[config.mk]
export PLATFORM = sky130hd
export DESIGN_NAME = if_id_stage
export DESIGN_NICKNAME = d
export VERILOG_FILES = /design/src/rtl/if_id_stage.sv
export SDC_FILE = /design/constraint.sdc
export NUM_CORES = 1
export LEC_CHECK = 0
export CAP_MARGIN = 20
export CORE_MARGIN = 2
export CORE_UTILIZATION = 41
export DETAILED_ROUTE_END_ITERATION = 10
export PLACE_DENSITY = 0.8
export SETUP_SLACK_MARGIN = 0.02
export SYNTH_ARGS = -nofsm -noshare
export SYNTH_HDL_FRONTEND = slang
export SYNTH_SLANG_ARGS = --single-unit
[constraint.sdc]
create_clock -name clk -period 2.45 [get_ports clk]
set_input_delay 0.3675 -clock clk [delete_from_list [all_inputs] [get_ports clk]]
set_output_delay 0.3675 -clock clk [all_outputs]
set_load 0.02 [all_outputs]
[src/rtl/if_id_stage.sv]
// IF/ID pipeline register with instruction field decode, load-use stall and
// branch/jump flush control, plus saturating stall/flush event counters.
module if_id_stage (
    input  logic        clk,
    input  logic        reset,
    input  logic [15:0] if_instr,
    input  logic [15:0] if_pc_inc,
    input  logic        idex_mem_read,
    input  logic        idex_valid,
    input  logic [3:0]  idex_rt,
    input  logic        ex_branch_taken,
    output logic [15:0] id_instr,
    output logic [15:0] id_pc_inc,
    output logic        id_valid,
    output logic [3:0]  id_op,
    output logic [3:0]  id_rs,
    output logic [3:0]  id_rt,
    output logic [3:0]  id_rd,
    output logic [15:0] id_offset,
    output logic [15:0] id_jaddr,
    output logic        pc_write,
    output logic [1:0]  pc_sel,
    output logic        idex_bubble,
    output logic [7:0]  stall_cnt,
    output logic [7:0]  flush_cnt
);

    localparam logic [3:0] OP_R    = 4'b0000;
    localparam logic [3:0] OP_LW   = 4'b0001;
    localparam logic [3:0] OP_SW   = 4'b0010;
    localparam logic [3:0] OP_BNE  = 4'b0011;
    localparam logic [3:0] OP_ADDI = 4'b0100;
    localparam logic [3:0] OP_J    = 4'b0101;

    localparam logic [1:0] SEL_INC    = 2'b00;
    localparam logic [1:0] SEL_BRANCH = 2'b01;
    localparam logic [1:0] SEL_JUMP   = 2'b10;

    typedef enum logic [1:0] {
        ACT_LOAD,
        ACT_HOLD,
        ACT_FLUSH
    } act_t;

    act_t act;
    logic rs_src;
    logic rt_src;
    logic load_use;
    logic jump;
    logic pc_write_raw;
    logic bubble_raw;
    logic [1:0] pc_sel_raw;

    assign id_op     = id_instr[15:12];
    assign id_rs     = id_instr[11:8];
    assign id_rt     = id_instr[7:4];
    assign id_rd     = id_instr[3:0];
    assign id_offset = {{12{id_instr[3]}}, id_instr[3:0]};
    assign id_jaddr  = {id_pc_inc[15:12], id_instr[11:0]};

    always_comb begin
        rs_src = 1'b0;
        rt_src = 1'b0;
        case (id_op)
            OP_R, OP_SW, OP_BNE: begin
                rs_src = 1'b1;
                rt_src = 1'b1;
            end
            OP_LW, OP_ADDI: rs_src = 1'b1;
            default: ;
        endcase
    end

    assign load_use = idex_valid & idex_mem_read & id_valid & (idex_rt != 4'd0) &
                      ((rs_src & (idex_rt == id_rs)) | (rt_src & (idex_rt == id_rt)));
    assign jump     = id_valid & (id_op == OP_J);

    // Branch beats load-use beats jump; a jump flush needs no ID/EX bubble.
    always_comb begin
        act          = ACT_LOAD;
        pc_write_raw = 1'b1;
        pc_sel_raw   = SEL_INC;
        bubble_raw   = 1'b0;
        if (ex_branch_taken) begin
            act        = ACT_FLUSH;
            pc_sel_raw = SEL_BRANCH;
            bubble_raw = 1'b1;
        end else if (load_use) begin
            act          = ACT_HOLD;
            pc_write_raw = 1'b0;
            bubble_raw   = 1'b1;
        end else if (jump) begin
            act        = ACT_FLUSH;
            pc_sel_raw = SEL_JUMP;
        end
    end

    // Control outputs read as normal-advance while reset is held.
    assign pc_write    = reset ? pc_write_raw : 1'b1;
    assign pc_sel      = reset ? pc_sel_raw : SEL_INC;
    assign idex_bubble = reset ? bubble_raw : 1'b0;

    always_ff @(posedge clk or negedge reset) begin
        if (!reset) begin
            id_instr  <= 16'h0000;
            id_pc_inc <= 16'h0000;
            id_valid  <= 1'b0;
            stall_cnt <= 8'h00;
            flush_cnt <= 8'h00;
        end else begin
            case (act)
                ACT_FLUSH: begin
                    id_instr  <= 16'h0000;
                    id_pc_inc <= 16'h0000;
                    id_valid  <= 1'b0;
                    if (flush_cnt != 8'hFF)
                        flush_cnt <= flush_cnt + 8'd1;
                end
                ACT_HOLD: begin
                    if (stall_cnt != 8'hFF)
                        stall_cnt <= stall_cnt + 8'd1;
                end
                default: begin
                    id_instr  <= if_instr;
                    id_pc_inc <= if_pc_inc;
                    id_valid  <= 1'b1;
                end
            endcase
        end
    end

endmodule

==> impl_metrics.py <==
metrics = {
    "synthesis": {
        "yosys-top-cells-count": "dfrtp_1 (49), buf_4 (48), mux2i_1 (32), nand3b_1 (32), nand2b_1 (31)",
        "synth_cell_types": 35,
        "syn_area_per_cell_sq_um": 10.69,
        "synth-seq-area-share": 0.4095,
        "yosys_warnings": 0,
        "synth_edf_count": 0,
        "async_reset_ff_frac": 1.000,
        "yosysTopAreaCellShare": 0.4095,
        "synth_area_leaders": "dfrtp_1 (41%), buf_4 (12%), mux2i_1 (11%), nand3b_1 (8.0%), nand2b_1 (6.5%)",
        "ys_ff_latch": 49,
        "netlist_area_sq_um": 2994,
        "synth_cells": 280,
        "synth_nets": 323,
        "yosys.area.top_type": "dfrtp_1",
        "ys.flop_type": "dfrtp_1",
        "yosysMostFrequentCell": "dfrtp_1",
    },
    "place": {
        "dp_slack_ps": -308.1,
        "dpl.hpwl_microns": 5165,
        "io_buffers": 141,
        "place_congestion": 0.9109,
    },
    "power_and_ir_drop": {
        "peakVddDrop_mv": 0.2848,
        "power.leakage_nw": 1.659,
        "p_comb_frac": 0.339,
        "p_int_w": 0.001504,
        "p_per_area_nw_per_um2": 527.8,
        "switching_share": 0.3270,
        "power.share.clock": 0.212,
        "p_seq_frac": 0.449,
        "p_sw_w": 0.0007308,
    },
    "sta": {
        "hold_violations": 0,
        "setup_viol": 0,
        "min_period_ps": 2367,
        "maxSlewViolCount": 0,
        "grt_setup_unrepaired": "false",
        "skew_ps": 6.560,
        "fmax_mhz": 422.6,
        "worst_hold_slack_ps": 420.3,
        "worst_pin_slew_ps": 528.1,
        "slew_headroom": 0.6479,
        "final.period_utilization": 0.9659,
        "layout_setup_ws_ps": 83.44,
    },
    "layout": {
        "diodes": 0,
        "fin_nets": 421,
        "area_growth_pct": 41.41,
        "drive_gt1_frac": 0.07916,
    },
    "die": {
        "fp.dieH_microns": 89.46,
        "core_area_sq_um": 7176,
        "pin_count": 142,
        "initial_core_util": 0.4173,
        "die_area_sq_um": 8002,
        "rows": 31,
        "die_w_microns": 89.46,
    },
    "grt": {
        "grt_usage": 0.1696,
        "overflow": 0,
        "grt_pass1_wl_microns": 10520,
        "antenna_found_initial": 0,
        "first_global_vias": 2170,
        "grt_max_degree": 47,
    },
    "route": {
        "routedWlPerCell_microns": 14.43,
        "vias": 2318,
        "antenna_left": 0,
        "firstDrtPassIters": 4,
        "wl_microns": 6899,
        "drc_errors": 0,
        "drt_iter0_markers": 82,
        "vias_per_cell": 4.849,
    },
    "clock_network": {
        "cts_setup_buffers": 0,
        "numCtsBuffers": 5,
        "cts.sinks": 49,
        "ctsHtreeMaxLevel": 2,
        "clk_path_buf_depth": 2,
        "clk_latency_ps": 300,
        "clk_pin_slew_ps": 90,
        "cts_root_buf": "clkbuf_8",
        "cts_tree": "yes",
    },
    "setup_path": {
        "start_kind": "primary input",
        "critPathCaptureType": "primary output",
        "worstPathMaxFanout": 3,
        "critical_path_arrival_ps": 2000,
        "path_class": "in -> out",
        "crit_required_ps": 2080,
    },
    "hold_path": {
        "hp-class": "in -> async",
    },
    "run_status": {
        "status": "completed",
    },
    "flow_run": {
        "cap_violations": 0,
    },
}
[cell families (layout without fill, tap and decap cells)]
| kind of cell | Yosys count | count (layout) | share of synthesized area |
|---|---|---|---|
| fa+ha+maj | 2 | 2 | 0.008356 |
| buf+inv | 62 | 161 | 0.1525 |
| simple gates | 100 | 100 | 0.2244 |
| xor+xnor | 20 | 20 | 0.05850 |
| flops | 49 | 49 | 0.4095 |
| mux | 35 | 35 | 0.1183 |
| compound gates | 12 | 12 | 0.02842 |
[final timing paths]
path | from | to | slack, ps | cells after the start
max | idex_rt[2] | pc_write | 80 | 7
min reg2reg | stall_cnt[5] | stall_cnt[5] | 510 | 1
min | reset | id_instr[9] | 420 | 2
max in group asynchronous | reset | id_instr[12] | 1370 | 3
min in group clk | stall_cnt[5] | stall_cnt[5] | 510 | 1
max reg2reg | id_instr[12] | id_pc_inc[13] | 380 | 6
[through the flow]
stage | setup TNS (ps) | cell area [sq um] | instances | util | total power [W]
floorplan | 0 | 2994 | 280 | - | 0.001428
CTS | 0 | 4232 | 478 | 0.5897 | 0.002262
global route | 0 | 4234 | 478 | 0.5901 | 0.002358
detailed placement | -2471 | 4141 | 469 | 0.5772 | 0.001785
global placement | -463.8 | 4141 | 469 | 0.5772 | 0.001762
finish | 0 | 4234 | 478 | 0.5901 | 0.002235
[registers in the layout (all words and copies together) (netlist names)]
name and cells:
flush_cnt 8, id_instr 16, id_pc_inc 16, id_valid 1, stall_cnt 8
[cell usage in the layout (no fill, tap or decap), drive strengths merged, types with 7 or more instances in the layout]
master | synthesis | layout
a21oi | 7 | 7
buf | 51 | 12
clkbuf | 10 | 8
clkdlybuf4s50 | 0 | 135
dfrtp | 49 | 49
mux2i | 32 | 32
nand2 | 7 | 7
nand2b | 31 | 31
nand3 | 7 | 7
nand3b | 32 | 32
xnor2 | 9 | 9
xor2 | 11 | 11
[per-layer routing]
metal / global-route usage / vias up / wire (microns)
met5: 0 / - / 0
met4: 0.05427 / 0 / 122
met3: 0.04894 / 9 / 511
met2: 0.2808 / 91 / 3315
met1: 0.2137 / 1117 / 2950
li1: - / 1101 / -
[power groups by stage]
stage,Combinational [W],Sequential (W),Clock (W)
3_5_place_dp,0.000765,0.00102,0
3_3_place_gp,0.000749,0.00101,0
4_1_cts,0.000767,0.00100,0.000492
5_1_grt,0.000817,0.00102,0.000521
2_1_floorplan,0.000313,0.00112,0
6_report,0.000758,0.00100,0.000474
[area by class of cell]
type                       instances  area (sq um)
fill                             610          2942
timing repair buffer             152          1479
multi-input combinational        169          1316
sequential                        49          1227
tap                               99         123.9
clock buffer                       7         76.32
clock inverter                     1         7.507
inverter                           1         3.754
[worst max-delay path, cell delays in order]
cell and delay (ps):
clkdlybuf4s50_1 480, xor2_1 210, nor3_2 210, nand4_4 140, a21oi_4 200, nand3b_1 90, clkdlybuf4s15_1 290
[timing repair]
item / CTS / global route
endpoints found under the setup margin: 3 / 2
hold endpoints to repair: 1 / 0
pin swaps: 2 / 1
gates resized for setup: 5 / 4
hold buffers: 1 / 0
No activity file was read; power rests on OpenSTA's default activity.
